===== src/rtl/iob_sticky_shift_pkg.sv =====
`timescale 1ns/1ps
`default_nettype none
// ============================================================================
// Module      : iob_sticky_shift_pkg
// Description : Shared helpers for the sticky right-alignment shifter.
//               ceil_div   - integer ceiling division used to size the shift
//                            slice handled by each pipeline stage.
//               stage_mask - bit mask selecting the shift-amount bits a given
//                            stage consumes (LSB group first).
// Revision    : 1.0 - initial release
// ============================================================================
package iob_sticky_shift_pkg;

  function automatic int ceil_div(input int num, input int den);
    return (num + den - 1) / den;
  endfunction

  // Stage idx owns shift bits [idx*group_w +: group_w], clipped to shift_w.
  // Trailing stages may own no bits at all and then simply pass data through.
  function automatic logic [31:0] stage_mask(input int shift_w, input int idx,
                                             input int group_w);
    logic [31:0] mask;
    mask = '0;
    for (int b = 0; b < 32; b++) begin
      if ((b < shift_w) && (b >= idx * group_w) && (b < (idx + 1) * group_w)) begin
        mask[b] = 1'b1;
      end
    end
    return mask;
  endfunction

endpackage
`default_nettype wire


===== src/rtl/iob_sticky_shift_stage.sv =====
`timescale 1ns/1ps
`default_nettype none
// ============================================================================
// Module      : iob_sticky_shift_stage
// Description : One registered group of the sticky shifter. Shifts the
//               extended word {man, g, r} right by this stage's slice of the
//               shift amount, ORs every bit leaving the r slot into sticky,
//               and forwards the still-unconsumed shift bits and valid.
// Ports       : clk_i, rst_i      clock / synchronous active-high reset
//               en_i              global advance; all registers hold when 0
//               valid_i/valid_o   stage occupancy
//               ext_i/ext_o       EXT_W-bit {man, g, r} word
//               sticky_i/sticky_o accumulated sticky flag
//               shift_i/shift_o   remaining shift amount
// Revision    : 1.0 - initial release
// ============================================================================
module iob_sticky_shift_stage
  import iob_sticky_shift_pkg::*;
#(
  parameter int EXT_W         = 26,
  parameter int SHIFT_W       = 5,
  parameter int STAGE_SHIFT_W = 3,
  parameter int IDX           = 0
) (
  input  logic               clk_i,
  input  logic               rst_i,
  input  logic               en_i,
  input  logic               valid_i,
  input  logic [EXT_W-1:0]   ext_i,
  input  logic               sticky_i,
  input  logic [SHIFT_W-1:0] shift_i,
  output logic               valid_o,
  output logic [EXT_W-1:0]   ext_o,
  output logic               sticky_o,
  output logic [SHIFT_W-1:0] shift_o
);

  localparam logic [31:0]        MASK_ALL = stage_mask(SHIFT_W, IDX, STAGE_SHIFT_W);
  localparam logic [SHIFT_W-1:0] MASK     = MASK_ALL[SHIFT_W-1:0];

  logic [SHIFT_W-1:0] amt;
  logic [EXT_W-1:0]   shifted;
  logic [EXT_W-1:0]   lost_mask;
  logic               lost;

  // Masking in place keeps the bit weights, so amt is already the shift
  // distance for this stage.
  assign amt       = shift_i & MASK;
  assign shifted   = ext_i >> amt;
  assign lost_mask = ~({EXT_W{1'b1}} << amt);
  assign lost      = |(ext_i & lost_mask);

  logic               valid_q,  valid_d;
  logic [EXT_W-1:0]   ext_q,    ext_d;
  logic               sticky_q, sticky_d;
  logic [SHIFT_W-1:0] shift_q,  shift_d;

  always_comb begin
    valid_d  = valid_q;
    ext_d    = ext_q;
    sticky_d = sticky_q;
    shift_d  = shift_q;
    if (en_i) begin
      valid_d  = valid_i;
      ext_d    = shifted;
      sticky_d = sticky_i | lost;
      shift_d  = shift_i & ~MASK;
    end
  end

  always_ff @(posedge clk_i) begin
    if (rst_i) begin
      valid_q  <= 1'b0;
      ext_q    <= '0;
      sticky_q <= 1'b0;
      shift_q  <= '0;
    end else begin
      valid_q  <= valid_d;
      ext_q    <= ext_d;
      sticky_q <= sticky_d;
      shift_q  <= shift_d;
    end
  end

  assign valid_o  = valid_q;
  assign ext_o    = ext_q;
  assign sticky_o = sticky_q;
  assign shift_o  = shift_q;

endmodule
`default_nettype wire


===== src/rtl/iob_sticky_shift.sv =====
`timescale 1ns/1ps
`default_nettype none
// ============================================================================
// Module      : iob_sticky_shift
// Description : Pipelined right-alignment shifter for float mantissas.
//               man_o = man_i >> shift_i with guard, round and sticky bits.
//               Latency STAGES cycles, one result per cycle, valid/ready on
//               both sides with a single global advance enable.
// Ports       : clk_i, rst_i          clock / synchronous active-high reset
//               valid_i, ready_o      input handshake
//               man_i, shift_i        mantissa and right-shift amount
//               valid_o, ready_i      output handshake
//               man_o                 shifted mantissa
//               guard_o, round_o      first / second bit below man_o LSB
//               sticky_o              OR of all bits below the round position
//               carry_o               (IOB_STICKY_SHIFT_RND_EN only) overflow
//                                     of the round-to-nearest-even increment
// Config      : define IOB_STICKY_SHIFT_RND_EN to add a rounding output stage
//               (latency STAGES+1, man_o rounded, grs report pre-round values)
// Revision    : 1.0 - initial release
// ============================================================================
module iob_sticky_shift
  import iob_sticky_shift_pkg::*;
#(
  parameter int DATA_W  = 24,
  parameter int SHIFT_W = 5,
  parameter int STAGES  = 2
) (
  input  logic               clk_i,
  input  logic               rst_i,
  input  logic               valid_i,
  output logic               ready_o,
  input  logic [DATA_W-1:0]  man_i,
  input  logic [SHIFT_W-1:0] shift_i,
  output logic               valid_o,
  input  logic               ready_i,
  output logic [DATA_W-1:0]  man_o,
  output logic               guard_o,
  output logic               round_o,
  output logic               sticky_o
`ifdef IOB_STICKY_SHIFT_RND_EN
  ,
  output logic               carry_o
`endif
);

  localparam int          EXT_W         = DATA_W + 2;
  localparam int          STAGE_SHIFT_W = ceil_div(SHIFT_W, STAGES);
  localparam logic [31:0] SAT_THR       = 32'(DATA_W + 2);

  logic en;
  logic sat;

  // Index k is the input of stage k; index STAGES is the last stage output.
  logic               valid_c  [STAGES+1];
  logic [EXT_W-1:0]   ext_c    [STAGES+1];
  logic               sticky_c [STAGES+1];
  logic [SHIFT_W-1:0] shift_c  [STAGES+1];

  // Any shift past the round slot pushes the whole mantissa into sticky, so
  // resolve it up front and let the stages see a zero shift.
  assign sat         = 32'(shift_i) >= SAT_THR;
  assign valid_c[0]  = valid_i;
  assign ext_c[0]    = sat ? '0 : {man_i, 2'b00};
  assign sticky_c[0] = sat & (|man_i);
  assign shift_c[0]  = sat ? '0 : shift_i;

  for (genvar k = 0; k < STAGES; k++) begin : g_stage
    iob_sticky_shift_stage #(
      .EXT_W         (EXT_W),
      .SHIFT_W       (SHIFT_W),
      .STAGE_SHIFT_W (STAGE_SHIFT_W),
      .IDX           (k)
    ) u_stage (
      .clk_i    (clk_i),
      .rst_i    (rst_i),
      .en_i     (en),
      .valid_i  (valid_c[k]),
      .ext_i    (ext_c[k]),
      .sticky_i (sticky_c[k]),
      .shift_i  (shift_c[k]),
      .valid_o  (valid_c[k+1]),
      .ext_o    (ext_c[k+1]),
      .sticky_o (sticky_c[k+1]),
      .shift_o  (shift_c[k+1])
    );
  end

`ifdef IOB_STICKY_SHIFT_RND_EN
  logic [DATA_W-1:0] pre_man;
  logic              pre_g, pre_r, pre_s, inc;
  logic [DATA_W:0]   sum;

  assign pre_man = ext_c[STAGES][EXT_W-1:2];
  assign pre_g   = ext_c[STAGES][1];
  assign pre_r   = ext_c[STAGES][0];
  assign pre_s   = sticky_c[STAGES];
  // Round to nearest, ties to even.
  assign inc     = pre_g & (pre_r | pre_s | pre_man[0]);
  assign sum     = {1'b0, pre_man} + {{DATA_W{1'b0}}, inc};

  logic              rvalid_q, rvalid_d;
  logic [DATA_W-1:0] man_q,    man_d;
  logic              guard_q,  guard_d;
  logic              round_q,  round_d;
  logic              sticky_q, sticky_d;
  logic              carry_q,  carry_d;

  always_comb begin
    rvalid_d = rvalid_q;
    man_d    = man_q;
    guard_d  = guard_q;
    round_d  = round_q;
    sticky_d = sticky_q;
    carry_d  = carry_q;
    if (en) begin
      rvalid_d = valid_c[STAGES];
      man_d    = sum[DATA_W-1:0];
      guard_d  = pre_g;
      round_d  = pre_r;
      sticky_d = pre_s;
      carry_d  = sum[DATA_W];
    end
  end

  always_ff @(posedge clk_i) begin
    if (rst_i) begin
      rvalid_q <= 1'b0;
      man_q    <= '0;
      guard_q  <= 1'b0;
      round_q  <= 1'b0;
      sticky_q <= 1'b0;
      carry_q  <= 1'b0;
    end else begin
      rvalid_q <= rvalid_d;
      man_q    <= man_d;
      guard_q  <= guard_d;
      round_q  <= round_d;
      sticky_q <= sticky_d;
      carry_q  <= carry_d;
    end
  end

  assign valid_o  = rvalid_q;
  assign man_o    = man_q;
  assign guard_o  = guard_q;
  assign round_o  = round_q;
  assign sticky_o = sticky_q;
  assign carry_o  = carry_q;
`else
  assign valid_o  = valid_c[STAGES];
  assign man_o    = ext_c[STAGES][EXT_W-1:2];
  assign guard_o  = ext_c[STAGES][1];
  assign round_o  = ext_c[STAGES][0];
  assign sticky_o = sticky_c[STAGES];
`endif

  // The whole pipeline moves together: it advances whenever the output slot
  // is empty or being taken.
  assign en      = ready_i | ~valid_o;
  assign ready_o = en;

endmodule
`default_nettype wire

===== config.mk =====
export PLATFORM = sky130hd
export DESIGN_NAME = iob_sticky_shift
export DESIGN_NICKNAME = d
export VERILOG_FILES = /design/src/rtl/iob_sticky_shift_pkg.sv /design/src/rtl/iob_sticky_shift_stage.sv /design/src/rtl/iob_sticky_shift.sv
export SDC_FILE = /design/constraint.sdc
export NUM_CORES = 1
export LEC_CHECK = 0
export CAP_MARGIN = 10
export CORE_UTILIZATION = 25
export CTS_CLUSTER_SIZE = 14
export DETAILED_ROUTE_END_ITERATION = 12
export GPL_TIMING_DRIVEN = 0
export PLACE_DENSITY = 0.42
export SLEW_MARGIN = 20
export SYNTH_ARGS = -nofsm -noshare
export SYNTH_HDL_FRONTEND = slang
export SYNTH_SLANG_ARGS = --single-unit

===== constraint.sdc =====
create_clock -name clk_i -period 1.7 [get_ports clk_i]
set_clock_uncertainty 0.2 [all_clocks]
set_input_delay 0.51 -clock clk_i [delete_from_list [all_inputs] [get_ports clk_i]]
set_output_delay 0.51 -clock clk_i [all_outputs]
set_load 0.01 [all_outputs]

## Word level (Yosys, flattened, before mapping)

Cells that the tools add are included.

| storage, ports and cells | value |
|---|---|
| logic and storage cells | 26 |
| output and inout bits | 29 |
| bits in registers | 58 |

| cells by class | value |
|---|---|
| bitwise logic cells | 9 |
| shifts and indexed selects | 4 |
| $lt $le $gt $ge | 1 |
| reduce and logical (&&, ||, !) cells | 3 |
| mux-type cells | 2 |

Operators with widths:

| operator | count |
|---|---|
| $and 26x26->26 | 2 |
| $not 26->26 | 2 |
| $reduce_or 26->1 | 2 |
| $mux 26 | 1 |
| $shl 26x3->26 const A | 1 |
| $shl 26x5->26 const A | 1 |
| $shr 26x3->26 | 1 |
| $shr 26x5->26 | 1 |
| $reduce_or 24->1 | 1 |
| $ge 5x5->1 const B | 1 |
| $mux 5 | 1 |
| $or 1x1->1 | 3 |
| $and 1x1->1 | 1 |
| $not 1->1 | 1 |

## Depth between registers and ports, before layout

| logic depth | value |
|---|---|
| word-level depth | 7 |
| gate-level depth with buffers | 7 |
| depth with buffers taken out | 6 |

## Modules after synthesis

A second synthesis with hierarchy kept.

| unflattened totals | value |
|---|---|
| cell total of the unflattened synthesis | 416 |
| area, all modules | 3,689.8 um2 |

By module, submodules not included:

| module | cells each | instances | sequential area each (um2) | area an instance (um2) |
|---|---|---|---|---|
| iob_sticky_shift_stage (g_stage[0].u_stage) | 196 | 1 | 600.6 | 1,865.5 |
| iob_sticky_shift_stage (g_stage[1].u_stage) | 176 | 1 | 620.6 | 1,535.2 |
| iob_sticky_shift | 44 | 1 | 0.0 | 289.0 |

## Worst setup path after synthesis

Ideal clock, no wire load.

| timing | value |
|---|---|
| path type | input-to-reg |
| start point | input port shift_i[0] |
| end point | register g_stage[0].u_stage.ext_q[9] |
| cell stages on the path | 5 |
| buffers on the path | 2 |
| library setup time | 0.132 ns |
| setup slack | -0.173 ns |
| arrival time | 1.541 ns |
| cells stage by stage | buf_6 > buf_12 > mux4_2 > a221oi_1 > nor3_1 |

| between the ends | value |
|---|---|
| longest elaborated chain between the ends | 3 |

RTL lines:

| what | line | RTL |
|---|---|---|
| start: declaration | iob_sticky_shift.sv:34 | `input logic [SHIFT_W-1:0] shift_i,` |
| $ge 5x5->1 | iob_sticky_shift.sv:62 | `assign sat = 32'(shift_i) >= SAT_THR;` |
| $mux 26 / $mux 5 (equally long branches) | iob_sticky_shift.sv:64, iob_sticky_shift.sv:66 |  |
| $shr 26x3->26 (*) | iob_sticky_shift_stage.sv:49 | `assign shifted = ext_i >> amt;` |
| end signal: assignment | iob_sticky_shift_stage.sv:79 | `ext_q <= ext_d;` |
| end: declaration | iob_sticky_shift_stage.sv:54 | `logic [EXT_W-1:0] ext_q, ext_d;` |

Mark *: on every way between the ends. The rest lies on a longest branch, timed or not.
A chain may end at the register's enable or synchronous reset.

## Final worst setup path

| timing | value |
|---|---|
| start point | register g_stage[1].u_stage.valid_q |
| end point | output port ready_o |

| between the ends | value |
|---|---|
| longest elaborated chain between the ends | 2 |

RTL lines:

| what | line | RTL |
|---|---|---|
| start: declaration | iob_sticky_shift_stage.sv:53 | `logic valid_q, valid_d;` |
| start signal: assignment | iob_sticky_shift_stage.sv:78 | `valid_q <= valid_d;` |
| $not 1->1 | iob_sticky_shift.sv:160 | `assign en = ready_i \| ~valid_o;` |
| $or 1x1->1 | iob_sticky_shift.sv:160 |  |
| end: declaration | iob_sticky_shift.sv:32 | `output logic ready_o,` |

Every way passes these cells.

==> impl_metrics.toml <==
[finish]
layout.nets = 553
antennaDiodeCount = 0
utilization_pct = 39.6
fin_cells = 700
fill_cells = 1416
area_delta_synth_final_pct = 52.2
drive_gt1_share_pct = 44.7
stdcell_area_sq_um = 5330

[grt]
top_usage_layer = "met2"
grt_antenna_before_repair = 0
grtUsageMet3_pct = 2.97
grt_max_degree = 11
track_usage_pct = 20.4
use_met1_pct = 28.7
grt_use_met2_pct = 31.7
grt_pass1_vias = 3674
grt-ovfl-total = 0
grt_pass1_wl_um = 22000

[power]
p_leak_nw = 2.17
max-vdd-ir-drop_mv = 0.567
powerDensity_nw_per_um2 = 877

[floorplanning]
die-area_sq_um = 14500
start_util_pct = 26.0
coreArea_sq_um = 13500
io_pins = 62
die_x_um = 120
die_h_um = 120
rows = 42

[sta]
setup_violations = 5
finalMaxSlewViolations = 0
hold_viol_final = 0
tightest_slew_ps = 644
period_needed_ps = 1870
max_freq_mhz = 536
setup_tns_ps = -271
fin_crit_sh_pct = 110
fin_ws_ps = -165
maxSlewHeadroom_pct = 57.1
rsz0062_at_grt = "true"

[clock_network]
clock-sinks = 58
path_clk_slew_ps = 50
cts_root_buf = "clkbuf_16"
clock_latency_ps = 320
tritoncts = "yes"
ctsHtreeMaxLevel = 3
cts_buffers = 9
clockBufferDepth = 2
cts_hold_buf = 0

[setup_path]
arrival_ps = 1160
end_kind = "primary output"
crit_type = "register to primary output"
r2r_setup_slack_ps = -60
ff2ff_path_depth = 5
required_ps = 990
critPathMaxFanout = 2
start_kind = "register"
reg2reg_from = "g_stage[0].u_stage.ext_o[20]"
reg2reg_to = "g_stage[1].u_stage.sticky_o"

[logic_synthesis]
synth-seq-cells = 58
synthArstFlopShare_pct = 0
syn_area_sq_um = 3500
ys_seq_area_share_pct = 33.2
syn_avg_cell_area_sq_um = 8.34
ys_types = 51
syn_nets = 453
yosys_most_used_dff = "dfxtp_1"
synth_edf_count = 0
yosysWarnings = 0
syn_inst = 420

[outcome]
status = "complete, but fails checks"
violations = "negative setup slack"

[drt]
first_pass_iters = 5
wirelength_um = 14200
drc = 0
antenna_left = 0
routedWlPerCell_um = 20.3
vias = 3679
viasPerCell = 5.26
drt-initial-drc-count = 223

[place]
port_buffers = 57
routabilityCongestion = 0.862
place_inst = 653
hpwl_um = 10200
placed_cell_area_sq_um = 4400

[min_path]
hp-start = "g_stage[0].u_stage.valid_o"
hold-path-endpoint = "g_stage[0].u_stage.valid_o"
hold-path-cell-count = 2
hold_path_class = "register to register"

[flow_run]
max-cap-violations = 0
## worst max path at each step
| stage | from | end |
|---|---|---|
| 6_report | g_stage[1].u_stage.valid_o | ready_o |
| 5_1_grt | g_stage[1].u_stage.valid_o | ready_o |
| 4_1_cts | ready_i | ready_o |
| 3_5_place_dp | ready_i | ready_o |
| 3_3_place_gp | ready_i | ready_o |
| 2_1_floorplan | shift_i[0] | g_stage[0].u_stage.ext_o[19] |
## power by group
group / internal (W) / switching (W)
Combinational: 0.000551 / 0.000599
Sequential: 0.00146 / 0.000104
Clock: 0.00132 / 0.000649
Total: 0.00333 / 0.00135
## metrics by stage
| stage | worst slack [ps] | hold WS [ps] | power [W] |
|---|---|---|---|
| after floorplan | -143 | 232 | 0.00214 |
| after global placement | -1110 | 244 | 0.00253 |
| after detailed placement | -1120 | 253 | 0.00253 |
| after CTS | -216 | 260 | 0.00461 |
| after global routing | -206 | 283 | 0.00485 |
| final | -165 | 262 | 0.00468 |
## registers in the layout, summed over array words and instances, names as in the netlist
name / flops
g_stage.u_stage.ext_o: 52
g_stage.u_stage.valid_o: 2
g_stage.u_stage.sticky_o: 2
g_stage.u_stage.shift_o: 2
## area by class of cell
| cell class | instances | area [sq um] | share of cell area (%) |
|---|---|---|---|
| multi-input cells | 300 | 2390 | 44.8 |
| flip-flops and latches | 58 | 1180 | 22.2 |
| repair buffers | 89 | 674 | 12.6 |
| plain buffers | 57 | 519 | 9.74 |
| clock buffers | 11 | 243 | 4.55 |
| well taps | 176 | 220 | 4.13 |
| clock inverters | 4 | 76.3 | 1.43 |
| inverters | 5 | 27.5 | 0.516 |
## cells in the mapped netlist (5+ instances only)
library cell  count  share of area (%)
a211oi_1         12                2.6
a21oi_1          27                3.9
a221oi_1          6                1.5
a22oi_1          18                3.9
buf_2            13                1.9
buf_4            25                5.4
buf_6             5                1.6
clkbuf_1         10                1.1
dfxtp_1          58                 33
mux2_2           10                3.2
mux2i_1          32                9.1
nand2_1          22                2.4
nand3_1           7                1.0
nor2_1           70                7.5
nor3_1           19                2.7
nor4_1            8                1.4
o21ai_0           6               0.86
o21ai_1           5               0.71
o22ai_1          12                2.1
## placed cells by master (no fill, tap or decap), types with 9 or more instances in the layout
master	count
mux2_2	9
nand2_1	22
a21oi_1	24
nor2_1	67
nor3_1	15
buf_6	12
dlygate4sd2_1	18
o22ai_1	10
mux2i_1	16
a22oi_1	17
a211oi_2	10
dfxtp_2	11
clkbuf_2	27
clkbuf_16	10
dfxtp_1	45
buf_4	56
## layer usage
metal / wire, um / vias up
li1: - / 1738
met1: 6890 / 1803
met2: 6410 / 119
met3: 583 / 19
met4: 335 / 0
met5: 0 / -
## timing repair
action | 4_1_cts | 5_1_grt
pin swaps | 16 | 9
setup buffers | 20 | 11
resized for setup | 181 | 86
cloned | 0 | 1
setup endpoints to repair | 87 | 79
## critical path, stage by stage, from the launching register on
cell	delay, ps
dfxtp_2	320
nor2b_4	130
buf_6	140
inv_8	30
buf_8	110
buf_6	110
## logic make-up after synthesis
group	after synthesis	share of synthesized area [%]
flops	58	33.2
mux	46	14.5
buf+inv	62	11.3
simple gates	140	18.3
compound gates	114	22.7
No activity file was read; power rests on OpenSTA's default activity.
